### src/rtl/vscale_dmem_bridge_pkg.sv
// vscale_dmem_bridge_pkg
//   Shared constants for the data-memory bridge: core memory access types,
//   bridge FSM state encoding, byte-enable width and a word-align helper.
//   Imported by vscale_dmem_bridge_if, vscale_dmem_be_gen and vscale_dmem_bridge.
package vscale_dmem_bridge_pkg;

  // Core memory access types (same encoding as the pipeline control).
  // Stores reuse the signed load encodings for their size.
  localparam int                      MEM_TYPE_WIDTH = 3;
  localparam logic [MEM_TYPE_WIDTH-1:0] MEM_TYPE_LB  = 3'd0;
  localparam logic [MEM_TYPE_WIDTH-1:0] MEM_TYPE_LH  = 3'd1;
  localparam logic [MEM_TYPE_WIDTH-1:0] MEM_TYPE_LW  = 3'd2;
  localparam logic [MEM_TYPE_WIDTH-1:0] MEM_TYPE_LD  = 3'd3;
  localparam logic [MEM_TYPE_WIDTH-1:0] MEM_TYPE_LBU = 3'd4;
  localparam logic [MEM_TYPE_WIDTH-1:0] MEM_TYPE_LHU = 3'd5;
  localparam logic [MEM_TYPE_WIDTH-1:0] MEM_TYPE_LWU = 3'd6;
  localparam logic [MEM_TYPE_WIDTH-1:0] MEM_TYPE_SB  = MEM_TYPE_LB;
  localparam logic [MEM_TYPE_WIDTH-1:0] MEM_TYPE_SH  = MEM_TYPE_LH;
  localparam logic [MEM_TYPE_WIDTH-1:0] MEM_TYPE_SW  = MEM_TYPE_LW;

  localparam int DMB_XPR_LEN  = 32;
  localparam int DMB_BE_WIDTH = 4;

  typedef enum logic [1:0] {
    DMB_ST_IDLE = 2'd0,
    DMB_ST_REQ  = 2'd1,
    DMB_ST_RESP = 2'd2
  } dmb_state_e;

  function automatic logic [DMB_XPR_LEN-1:0] dmb_word_addr(input logic [DMB_XPR_LEN-1:2] hi);
    return {hi, 2'b00};
  endfunction

endpackage

### src/rtl/vscale_dmem_bridge_if.sv
// vscale_dmem_bridge_if
//   Request/grant/response data bus, single outstanding transaction.
//   master (bridge): bus_req, bus_we, bus_addr, bus_be, bus_wdata out;
//                    bus_gnt, bus_rvalid, bus_rdata, bus_err in.
//   slave  (memory): the mirror image.
//   bus_err is only meaningful while bus_rvalid is high.
interface vscale_dmem_bridge_if;
  import vscale_dmem_bridge_pkg::*;

  logic                    bus_req;
  logic                    bus_gnt;
  logic                    bus_we;
  logic [DMB_XPR_LEN-1:0]  bus_addr;
  logic [DMB_BE_WIDTH-1:0] bus_be;
  logic [DMB_XPR_LEN-1:0]  bus_wdata;
  logic                    bus_rvalid;
  logic [DMB_XPR_LEN-1:0]  bus_rdata;
  logic                    bus_err;

  modport master (
    output bus_req, bus_we, bus_addr, bus_be, bus_wdata,
    input  bus_gnt, bus_rvalid, bus_rdata, bus_err
  );

  modport slave (
    input  bus_req, bus_we, bus_addr, bus_be, bus_wdata,
    output bus_gnt, bus_rvalid, bus_rdata, bus_err
  );

endinterface

### src/rtl/vscale_dmem_bridge_be_gen.sv
// vscale_dmem_be_gen
//   Combinational byte-enable generator.
//   i_wen     : access is a store
//   i_size    : core access type
//   i_addr_lo : byte address bits [1:0]
//   o_be      : bus byte enables; loads always fetch the full word
module vscale_dmem_be_gen
  import vscale_dmem_bridge_pkg::*;
(
  input  logic                      i_wen,
  input  logic [MEM_TYPE_WIDTH-1:0] i_size,
  input  logic [1:0]                i_addr_lo,
  output logic [DMB_BE_WIDTH-1:0]   o_be
);

  always_comb begin
    o_be = '1;
    if (i_wen) begin
      case (i_size)
        MEM_TYPE_LB, MEM_TYPE_LBU: o_be = 4'b0001 << i_addr_lo;
        MEM_TYPE_LH, MEM_TYPE_LHU: o_be = 4'b0011 << {i_addr_lo[1], 1'b0};
        default:                   o_be = '1;
      endcase
    end
  end

endmodule

### src/rtl/vscale_dmem_bridge.sv
// vscale_dmem_bridge
//   Turns the core's pipelined dmem port (address in DX, store data in WB)
//   into a single-outstanding req/gnt/rvalid bus, stalling the core with
//   o_dmem_wait and bounding every transaction with a watchdog.
//
//   Parameters: XPR_LEN (32), TIMEOUT_CYCLES (1..65535, cycles in REQ+RESP
//   before the access is forced to complete with an access fault).
//
//   Ports:
//     clk, reset             clock, synchronous active-high reset
//     i_dmem_en/wen/size     core address phase
//     i_dmem_addr            core byte address
//     i_dmem_wdata_delayed   store data, valid the cycle after the address
//     o_dmem_wait            core stall
//     o_dmem_rdata           raw word from the bus (core aligns/extends)
//     o_dmem_badmem_e        access fault, valid when o_dmem_wait=0
//     o_wr_err_sticky        posted-write error flag
//     bus                    vscale_dmem_bridge_if.master
//
//   Build option VSCALE_DMEM_POSTED_WR_EN: stores complete to the core on
//   grant; their response is tracked by a pending flag, and an error on it
//   sets o_wr_err_sticky. Without it stores wait for rvalid like loads and
//   o_wr_err_sticky is 0.
//
//   state | meaning
//   IDLE  | no access in flight
//   REQ   | bus_req asserted (or held off by a pending posted write)
//   RESP  | granted, waiting for bus_rvalid
module vscale_dmem_bridge
  import vscale_dmem_bridge_pkg::*;
#(
  parameter int XPR_LEN        = 32,
  parameter int TIMEOUT_CYCLES = 255
) (
  input  logic                      clk,
  input  logic                      reset,
  input  logic                      i_dmem_en,
  input  logic                      i_dmem_wen,
  input  logic [MEM_TYPE_WIDTH-1:0] i_dmem_size,
  input  logic [XPR_LEN-1:0]        i_dmem_addr,
  input  logic [XPR_LEN-1:0]        i_dmem_wdata_delayed,
  output logic                      o_dmem_wait,
  output logic [XPR_LEN-1:0]        o_dmem_rdata,
  output logic                      o_dmem_badmem_e,
  output logic                      o_wr_err_sticky,
  vscale_dmem_bridge_if.master      bus
);

  localparam int         TMO_W    = 16;
  localparam logic [TMO_W-1:0] TMO_LAST = TMO_W'(TIMEOUT_CYCLES - 1);

  dmb_state_e              r_state;
  dmb_state_e              w_state_nxt;
  logic [XPR_LEN-1:2]      r_addr_hi;
  logic                    r_wen;
  logic [DMB_BE_WIDTH-1:0] r_be;
  logic [TMO_W-1:0]        r_tmo_cnt;

  logic [DMB_BE_WIDTH-1:0] w_be;
  logic                    w_busy;
  logic                    w_timeout;
  logic                    w_hold;
  logic                    w_wr_posted;
  logic                    w_bus_req;
  logic                    w_wait;
  logic                    w_badmem;
  logic [XPR_LEN-1:0]      w_rdata;
  logic                    w_done;
  logic                    w_capture;

  vscale_dmem_be_gen u_be_gen (
    .i_wen     (i_dmem_wen),
    .i_size    (i_dmem_size),
    .i_addr_lo (i_dmem_addr[1:0]),
    .o_be      (w_be)
  );

  assign w_busy    = (r_state != DMB_ST_IDLE);
  // Counter value is (cycles spent in REQ/RESP - 1), so this fires on the
  // TIMEOUT_CYCLES-th busy cycle.
  assign w_timeout = w_busy && (r_tmo_cnt == TMO_LAST);

`ifdef VSCALE_DMEM_POSTED_WR_EN
  logic r_wr_pend;
  logic r_wr_err_sticky;

  // Registered hold: bus_req rises the cycle after the posted response.
  assign w_hold      = r_wr_pend;
  assign w_wr_posted = (r_state == DMB_ST_REQ) && !w_timeout && !w_hold &&
                       bus.bus_gnt && r_wen;

  always_ff @(posedge clk) begin
    if (reset) begin
      r_wr_pend       <= 1'b0;
      r_wr_err_sticky <= 1'b0;
    end else begin
      if (w_wr_posted) begin
        r_wr_pend <= 1'b1;
      end else if (bus.bus_rvalid) begin
        r_wr_pend <= 1'b0;
      end
      if (r_wr_pend && bus.bus_rvalid && bus.bus_err) begin
        r_wr_err_sticky <= 1'b1;
      end
    end
  end

  assign o_wr_err_sticky = r_wr_err_sticky;
`else
  assign w_hold          = 1'b0;
  assign w_wr_posted     = 1'b0;
  assign o_wr_err_sticky = 1'b0;
`endif

  always_comb begin
    w_state_nxt = r_state;
    w_bus_req   = 1'b0;
    w_wait      = 1'b0;
    w_badmem    = 1'b0;
    w_rdata     = '0;
    w_done      = 1'b0;

    case (r_state)
      DMB_ST_REQ: begin
        if (w_timeout) begin
          w_done   = 1'b1;
          w_badmem = 1'b1;
        end else if (w_wr_posted) begin
          w_bus_req = 1'b1;
          w_done    = 1'b1;
        end else begin
          w_bus_req = !w_hold;
          w_wait    = 1'b1;
          if (w_bus_req && bus.bus_gnt) begin
            w_state_nxt = DMB_ST_RESP;
          end
        end
      end
      DMB_ST_RESP: begin
        // A real response wins over a simultaneous watchdog expiry.
        if (bus.bus_rvalid) begin
          w_done   = 1'b1;
          w_rdata  = bus.bus_rdata;
          w_badmem = bus.bus_err;
        end else if (w_timeout) begin
          w_done   = 1'b1;
          w_badmem = 1'b1;
        end else begin
          w_wait = 1'b1;
        end
      end
      default: begin
      end
    endcase

    w_capture = i_dmem_en && !w_wait;
    if (w_capture) begin
      w_state_nxt = DMB_ST_REQ;
    end else if (w_done) begin
      w_state_nxt = DMB_ST_IDLE;
    end
  end

  always_ff @(posedge clk) begin
    if (reset) begin
      r_state   <= DMB_ST_IDLE;
      r_addr_hi <= '0;
      r_wen     <= 1'b0;
      r_be      <= '0;
      r_tmo_cnt <= '0;
    end else begin
      r_state <= w_state_nxt;
      if (w_capture) begin
        r_addr_hi <= i_dmem_addr[XPR_LEN-1:2];
        r_wen     <= i_dmem_wen;
        r_be      <= w_be;
      end
      if (w_capture || w_done) begin
        r_tmo_cnt <= '0;
      end else if (w_busy) begin
        r_tmo_cnt <= r_tmo_cnt + TMO_W'(1);
      end
    end
  end

  assign bus.bus_req   = w_bus_req;
  assign bus.bus_we    = r_wen;
  assign bus.bus_addr  = dmb_word_addr(r_addr_hi);
  assign bus.bus_be    = r_be;
  // Store data arrives in WB, which is the first REQ cycle.
  assign bus.bus_wdata = i_dmem_wdata_delayed;

  assign o_dmem_wait     = w_wait;
  assign o_dmem_rdata    = w_rdata;
  assign o_dmem_badmem_e = w_badmem;

endmodule

### src/flat_wrapper.sv
// flat-port wrapper written by rule: the top's interface ports become plain ports
module vscale_dmem_bridge_flat import vscale_dmem_bridge_pkg::*;
#(
  parameter int XPR_LEN        = 32,
  parameter int TIMEOUT_CYCLES = 255
)
  (clk, reset, i_dmem_en, i_dmem_wen, i_dmem_size, i_dmem_addr, i_dmem_wdata_delayed, o_dmem_wait, o_dmem_rdata, o_dmem_badmem_e, o_wr_err_sticky, bus_bus_req, bus_bus_we, bus_bus_addr, bus_bus_be, bus_bus_wdata, bus_bus_gnt, bus_bus_rvalid, bus_bus_rdata, bus_bus_err);
  vscale_dmem_bridge_if bus_i ();
  input  logic clk;
  input  logic reset;
  input  logic i_dmem_en;
  input  logic i_dmem_wen;
  input  logic [MEM_TYPE_WIDTH-1:0] i_dmem_size;
  input  logic [XPR_LEN-1:0] i_dmem_addr;
  input  logic [XPR_LEN-1:0] i_dmem_wdata_delayed;
  output logic o_dmem_wait;
  output logic [XPR_LEN-1:0] o_dmem_rdata;
  output logic o_dmem_badmem_e;
  output logic o_wr_err_sticky;
  output wire logic [$bits(bus_i.bus_req)-1:0] bus_bus_req;
  output wire logic [$bits(bus_i.bus_we)-1:0] bus_bus_we;
  output wire logic [$bits(bus_i.bus_addr)-1:0] bus_bus_addr;
  output wire logic [$bits(bus_i.bus_be)-1:0] bus_bus_be;
  output wire logic [$bits(bus_i.bus_wdata)-1:0] bus_bus_wdata;
  input wire logic [$bits(bus_i.bus_gnt)-1:0] bus_bus_gnt;
  input wire logic [$bits(bus_i.bus_rvalid)-1:0] bus_bus_rvalid;
  input wire logic [$bits(bus_i.bus_rdata)-1:0] bus_bus_rdata;
  input wire logic [$bits(bus_i.bus_err)-1:0] bus_bus_err;
  assign bus_bus_req = bus_i.bus_req;
  assign bus_bus_we = bus_i.bus_we;
  assign bus_bus_addr = bus_i.bus_addr;
  assign bus_bus_be = bus_i.bus_be;
  assign bus_bus_wdata = bus_i.bus_wdata;
  assign bus_i.bus_gnt = bus_bus_gnt;
  assign bus_i.bus_rvalid = bus_bus_rvalid;
  assign bus_i.bus_rdata = bus_bus_rdata;
  assign bus_i.bus_err = bus_bus_err;
  vscale_dmem_bridge #(.XPR_LEN(XPR_LEN), .TIMEOUT_CYCLES(TIMEOUT_CYCLES)) u_core (.clk(clk), .reset(reset), .i_dmem_en(i_dmem_en), .i_dmem_wen(i_dmem_wen), .i_dmem_size(i_dmem_size), .i_dmem_addr(i_dmem_addr), .i_dmem_wdata_delayed(i_dmem_wdata_delayed), .o_dmem_wait(o_dmem_wait), .o_dmem_rdata(o_dmem_rdata), .o_dmem_badmem_e(o_dmem_badmem_e), .o_wr_err_sticky(o_wr_err_sticky), .bus(bus_i));
endmodule
### config.mk
export PLATFORM = sky130hd
export DESIGN_NAME = vscale_dmem_bridge_flat
export DESIGN_NICKNAME = d
export VERILOG_FILES = /design/src/rtl/vscale_dmem_bridge_pkg.sv /design/src/rtl/vscale_dmem_bridge_if.sv /design/src/rtl/vscale_dmem_bridge_be_gen.sv /design/src/rtl/vscale_dmem_bridge.sv /design/src/flat_wrapper.sv
export SDC_FILE = /design/constraint.sdc
export NUM_CORES = 1
export LEC_CHECK = 0
export BUFFER_PORTS_ARGS = -buffer_cell sky130_fd_sc_hd__buf_2
export CAP_MARGIN = 0
export CORE_MARGIN = 5
export CORE_UTILIZATION = 45
export CTS_CLUSTER_SIZE = 25
export DETAILED_ROUTE_END_ITERATION = 10
export PLACE_DENSITY = 0.87
export SYNTH_ARGS = -nofsm -noshare
export SYNTH_HDL_FRONTEND = slang
export SYNTH_SLANG_ARGS = --single-unit
### constraint.sdc
create_clock -name clk -period 2.84 [get_ports clk]
set_input_delay 0 -clock clk [delete_from_list [all_inputs] [get_ports clk]]
set_output_delay 0 -clock clk [all_outputs]
set_load 0.01 [all_outputs]
==> flow_metrics.env, run 1 <==
export IMPL_grt_max_degree=52
export IMPL_dieArea_um2=8719
export IMPL_area_growth_synth_to_final_pct=29.12
export IMPL_swShare=0.2847
export IMPL_root_buffer="clkbuf_8"
export IMPL_min_path_type="input port to primary output"
export IMPL_firstDrtPassIters=4
export IMPL_fillers=552
export IMPL_finalWorstSetupSlack_ns=0.5520
export IMPL_avgSynthCellArea_um2=9.014
export IMPL_slowest_stage="and3b_1"
export IMPL_path_class="register to register"
export IMPL_cts_tree="yes"
export IMPL_power_leakage_nw=2.019
export IMPL_worstPathArrival_ns=2.52
export IMPL_power_mw=1.613
export IMPL_numCtsBuffers=5
export IMPL_place_ws_ns=0.5646
export IMPL_drc_errors=0
export IMPL_grt_antenna_before_repair=0
export IMPL_fin_crit_sh=0.8056
export IMPL_drtIter0Drc=125
export IMPL_slew_violations=0
export IMPL_start_util=0.4604
export IMPL_grt_first_pass_wirelength_um=13890
export IMPL_rsz0062_at_grt="no"
export IMPL_vias=2859
export IMPL_rows=30
export IMPL_start_kind="register"
export IMPL_layout_common_cells="142 x buf_2, 66 x nand2b_1, 53 x dfxtp_1, 34 x and3_1, 33 x mux2i_1"
export IMPL_cts_buffer_depth=2
export IMPL_p_seq_frac=0.505
export IMPL_pin_count=211
export IMPL_synth_cells=347
export IMPL_p_int_mw=1.154
export IMPL_cpLargestDelayFamily="simple AND/OR/NAND/NOR gates"
export IMPL_path_cells="inv_1 > ha_1 > and3b_1 > nand4_4 > o2bb2ai_4 > buf_12 > mux2i_1"
export IMPL_die_height_um=93.38
export IMPL_ys_ff_latch=53
export IMPL_synth_edf_count=0
export IMPL_seq_area_frac_synth=0.3392
export IMPL_netlist_cell_type_count=41
export IMPL_final_seq_area_um2=1061
export IMPL_fin_area_um2=4039
export IMPL_combPwrFrac=0.228
export IMPL_place_area_um2=3650
export IMPL_power_switching_mw=0.4594
export IMPL_htreeDepth=2
export IMPL_clkLatencyLatePin_ns=0.31
export IMPL_path_clk_slew_ns=0.10
export IMPL_min_period_ns=2.288
export IMPL_routed_wl_um=8760
export IMPL_gr_total_overflow=0
export IMPL_p_clk_frac=0.267
export IMPL_ant_nets=0
export IMPL_synthesis_area_um2=3128
export IMPL_max_stage_delay_ns=0.42
export IMPL_drv_cap=0
export IMPL_dp_cells=534
export IMPL_finClkSkew_ns=0.009806
export IMPL_setup_violations_final=0
export IMPL_irDropWorstVdd_mv=0.3924
export IMPL_tns_ns=0
export IMPL_grt_usage=0.1954
export IMPL_fmax_ghz=0.4371
export IMPL_layout_drive_gt1_share=0.3382
export IMPL_hold_viol=0
export IMPL_core_area_um2=6794
export IMPL_ys_warn_count=0
export IMPL_worstSetupEndpointType="register"
export IMPL_crit_required_ns=3.07
export IMPL_synthArstFlopShare=0
export IMPL_via_per_inst=4.990
export IMPL_nets=586
export IMPL_cts_num_sinks=53
export IMPL_avgRoutedWirePerCell_um=15.29
export IMPL_cts_setup_buffers=0
export IMPL_status="completed"
export IMPL_stdcell_count=573
export IMPL_hpwl_um=5944
export IMPL_ys_flop_type="dfxtp_1"
export IMPL_worst_path_max_fanout=19
export IMPL_relSlewSlack=0.5789
export IMPL_regToRegSetupSlack_ns=0.55
export IMPL_critPathBufInv=2
export IMPL_die_x_um=93.38
export IMPL_place_gp_congestion=0.8363
export IMPL_p_per_area_nw_per_um2=399.5
export IMPL_final_common_cell="buf_2"
export IMPL_grt_pass1_vias=2949
export IMPL_portBuffers=142
export IMPL_max_slew_worst_pin_slew_ns=0.6316
export IMPL_multiInputGateArea_um2=1680
[cell families (layout without fill, tap and decap cells)]
| logic type | count (synthesis) | in the layout | share of synthesized area |
|---|---|---|---|
| other | 1 | 4 | 0.001199 |
| and+or+nand+nor | 156 | 156 | 0.3096 |
| xor gates and xnor gates | 13 | 13 | 0.03640 |
| AOI/OAI and AO/OA | 22 | 22 | 0.05480 |
| buffers and inverters | 62 | 189 | 0.1260 |
| muxes | 35 | 35 | 0.1128 |
| adders and majority gates | 5 | 5 | 0.02000 |
| DFF | 53 | 53 | 0.3392 |
[sequential cells by signal, indices dropped and copies added (netlist names)]
signal / cells
u_core.bus.bus_be: 4
u_core.bus.bus_we: 1
u_core.r_tmo_cnt: 16
u_core.r_addr_hi: 30
u_core.r_state: 2
[power by group through the flow]
stage,registers (mW),clock network [mW],logic (mW)
final,0.814,0.431,0.368
after global routing,0.819,0.462,0.400
after CTS,0.813,0.437,0.362
after detailed placement,0.828,0,0.329
after global placement,0.826,0,0.318
after floorplan,0.848,0,0.224
[synthesized netlist by cell type, types with 5 or more instances]
cell type	number	area, um2
nor3_1	17	85.08
nand4_1	6	37.54
o21ai_0	6	30.03
dfxtp_1	53	1061
buf_4	38	285.3
nor2_1	5	18.77
ha_1	5	62.56
nand2b_1	66	412.9
mux2i_1	33	330.3
xor2_1	8	70.07
xnor2_1	5	43.79
nor2b_1	8	50.05
and3_1	34	212.7
clkbuf_1	15	56.30
[what timing repair did]
item | 4_1_cts | 5_1_grt
endpoints found under the hold margin | 30 | 0
hold buffers | 30 | 0
gates resized for setup | 0 | 0
endpoints found under the setup margin | 0 | 0
[final timing paths]
path,to,start,cells after the start
worst max register to register,u_core.r_addr_hi[24]$_SDFFE_PP0P_,u_core.r_state[0]$_SDFFE_PP0P_,7
worst min-delay path,bus_bus_wdata[18],i_dmem_wdata_delayed[18],0
worst max-delay path,u_core.r_addr_hi[24]$_SDFFE_PP0P_,u_core.r_state[0]$_SDFFE_PP0P_,7
worst min register to register,u_core.r_addr_hi[6]$_SDFFE_PP0P_,u_core.r_addr_hi[6]$_SDFFE_PP0P_,2
[routing by layer]
| metal | up-vias | share of wire | global-route usage |
|---|---|---|---|
| met5 | - | 0 | 0 |
| met4 | 0 | 0.021 | 0.06716 |
| met3 | 25 | 0.067 | 0.05471 |
| met2 | 94 | 0.53 | 0.3568 |
| met1 | 1341 | 0.39 | 0.2149 |
| li1 | 1399 | - | - |
[metrics by stage]
| step | utilization | hold WS, ns |
|---|---|---|
| 2_1_floorplan | - | 0.09177 |
| 3_3_place_gp | 0.5372 | 0.00006862 |
| 5_1_grt | 0.5941 | 0.00001506 |
| 4_1_cts | 0.5941 | 0.00006862 |
| 3_5_place_dp | 0.5372 | 0.00006862 |
| 6_report | 0.5945 | 0.000003482 |
[final cells by class]
type / instances / area share
clock inverters: 2 / 0.003408
well taps: 96 / 0.02974
inverters: 4 / 0.003717
multi-input cells: 234 / 0.4160
diodes: 1 / 0.0006196
flip-flops and latches: 53 / 0.2627
repair buffers: 177 / 0.2658
clock buffers: 6 / 0.01797
[worst reg2reg max path: stages (launching register included)]
cell and delay [ns]:
dfxtp_1 0.35, inv_1 0.07, ha_1 0.27, and3b_1 0.42, nand4_4 0.22, o2bb2ai_4 0.41
buf_12 0.24, mux2i_1 0.24
(Power assumes the default switching activity.)
==> run 2, diff against run 1 <==
--- a/config.mk
+++ b/config.mk
@@ -8,10 +8,10 @@
 export BUFFER_PORTS_ARGS = -buffer_cell sky130_fd_sc_hd__buf_2
 export CAP_MARGIN = 0
 export CORE_MARGIN = 5
-export CORE_UTILIZATION = 45
+export CORE_UTILIZATION = 42
 export CTS_CLUSTER_SIZE = 25
 export DETAILED_ROUTE_END_ITERATION = 10
-export PLACE_DENSITY = 0.87
+export PLACE_DENSITY = 0.82
 export SYNTH_ARGS = -nofsm -noshare
 export SYNTH_HDL_FRONTEND = slang
 export SYNTH_SLANG_ARGS = --single-unit
==> constraint.sdc (replaced) <==
create_clock -name clk -period 2.3 [get_ports clk]
set_input_delay 0 -clock clk [delete_from_list [all_inputs] [get_ports clk]]
set_output_delay 0 -clock clk [all_outputs]
set_load 0.01 [all_outputs]
==> flow_metrics.env, run 2 (synthesis gave the netlist of run 1 again) <==
export IMPL_place_area_um2=3654
export IMPL_vias=2777
export IMPL_htreeDepth=2
export IMPL_final_common_cell="buf_2"
export IMPL_grt_antenna_before_repair=0
export IMPL_status="completed"
export IMPL_power_leakage_nw=2.031
export IMPL_irDropWorstVdd_mv=0.3605
export IMPL_grt_max_degree=44
export IMPL_pin_count=211
export IMPL_fillers=651
export IMPL_start_kind="register"
export IMPL_worst_path_max_fanout=7
export IMPL_root_buffer="clkbuf_8"
export IMPL_worstSetupEndpointType="primary output"
export IMPL_routed_wl_um=8168
export IMPL_slew_violations=0
export IMPL_path_clk_slew_ns=0.09
export IMPL_regMostFlops="u_core.r_addr_hi"
export IMPL_grt_usage=0.1772
export IMPL_cts_buffer_depth=2
export IMPL_die_height_um=96.30
export IMPL_core_area_um2=7253
export IMPL_n_antenna_cell=0
export IMPL_p_per_area_nw_per_um2=507.1
export IMPL_clkLatencyLatePin_ns=0.30
export IMPL_tns_ns=0
export IMPL_portBuffers=142
export IMPL_layout_common_cells="142 x buf_2, 66 x nand2b_1, 53 x dfxtp_1, 34 x and3_1, 33 x mux2i_1"
export IMPL_min_period_ns=2.157
export IMPL_min_path_type="input port to primary output"
export IMPL_ant_nets=0
export IMPL_fin_area_um2=4068
export IMPL_drv_cap=0
export IMPL_drc_errors=0
export IMPL_area_growth_synth_to_final_pct=30.04
export IMPL_via_per_inst=4.830
export IMPL_setup_violations_final=0
export IMPL_grt_pass1_vias=2893
export IMPL_crit_required_ns=2.30
export IMPL_cts_tree="yes"
export IMPL_largest_register_ffs=30
export IMPL_hold_viol=0
export IMPL_gr_total_overflow=0
export IMPL_nets=587
export IMPL_final_seq_area_um2=1061
export IMPL_rsz0062_at_grt="no"
export IMPL_fmax_ghz=0.4635
export IMPL_drtIter0Drc=157
export IMPL_place_gp_congestion=0.8260
export IMPL_dieArea_um2=9274
export IMPL_path_class="register to primary output"
export IMPL_layout_drive_gt1_share=0.3382
export IMPL_avgRoutedWirePerCell_um=14.21
export IMPL_numCtsBuffers=5
export IMPL_start_util=0.4313
export IMPL_worstPathArrival_ns=2.16
export IMPL_rows=31
export IMPL_hpwl_um=5602
export IMPL_firstDrtPassIters=4
export IMPL_cts_resized=0
export IMPL_finClkSkew_ns=0.008174
export IMPL_grt_first_pass_wirelength_um=13190
export IMPL_multiInputGateArea_um2=1680
export IMPL_cts_num_sinks=53
export IMPL_fin_crit_sh=0.9380
export IMPL_die_x_um=96.30
run 2: power by group:
part           leakage [nW]  internal, mW  total [mW]  switching, mW
Combinational          1.54         0.234       0.449          0.216
Clock                0.0540         0.317       0.610          0.293
Sequential            0.434         0.974        1.00         0.0298
Total                  2.03          1.52        2.06          0.538
run 2: through the flow:
stage	hold slack [ns]	utilization	cells	power, mW	setup slack (ns)
finish	0.000003929	0.5608	575	2.063	0.1425
global route	0.00001600	0.5608	575	2.164	0.001457
CTS	0.00006862	0.5608	575	2.078	0.1232
detailed placement	0.00006862	0.5037	537	1.429	0.2097
global placement	0.00006862	0.5037	537	1.415	0.3156
floorplan	0.09177	-	349	1.324	0.4438
run 2: routing by layer:
metal  up-vias  GRT usage  routed length, um
li1       1394          -                  -
met1      1279     0.2031               3309
met3        17    0.06411                581
met4         0    0.05023                105
met5         -          0                  0
met2        87     0.3088               4172
run 2: final timing paths:
check                                     from                                 to  slack (ns)  cells after the start
max             u_core.r_state[0]$_SDFFE_PP0P_                    o_dmem_badmem_e        0.14                      7
min                    i_dmem_wdata_delayed[3]                   bus_bus_wdata[3]    0.000004                      0
max reg2reg     u_core.r_state[0]$_SDFFE_PP0P_  u_core.r_addr_hi[26]$_SDFFE_PP0P_        0.15                      7
min reg2reg  u_core.r_addr_hi[11]$_SDFFE_PP0P_  u_core.r_addr_hi[11]$_SDFFE_PP0P_        0.48                      2
run 2: layout make-up:
cell class / count / area share
Timing Repair Buffer: 178 / 0.2664
Sequential cell: 53 / 0.2608
Clock inverter: 2 / 0.008613
Tap cell: 99 / 0.03045
Multi-Input combinational cell: 234 / 0.4131
Inverter: 4 / 0.003691
Clock buffer: 5 / 0.01692
run 2: what timing repair did:
action,in CTS,in global routing
buffers inserted,0,0
hold buffers,31,0
hold endpoints to repair,31,0
run 2: critical path: stages (launching register included):
cell and delay [ns]:
dfxtp_1 0.35, inv_1 0.08, ha_1 0.27, and3b_1 0.42
nand4_4 0.22, o31ai_1 0.25, and2_1 0.14, buf_2 0.12
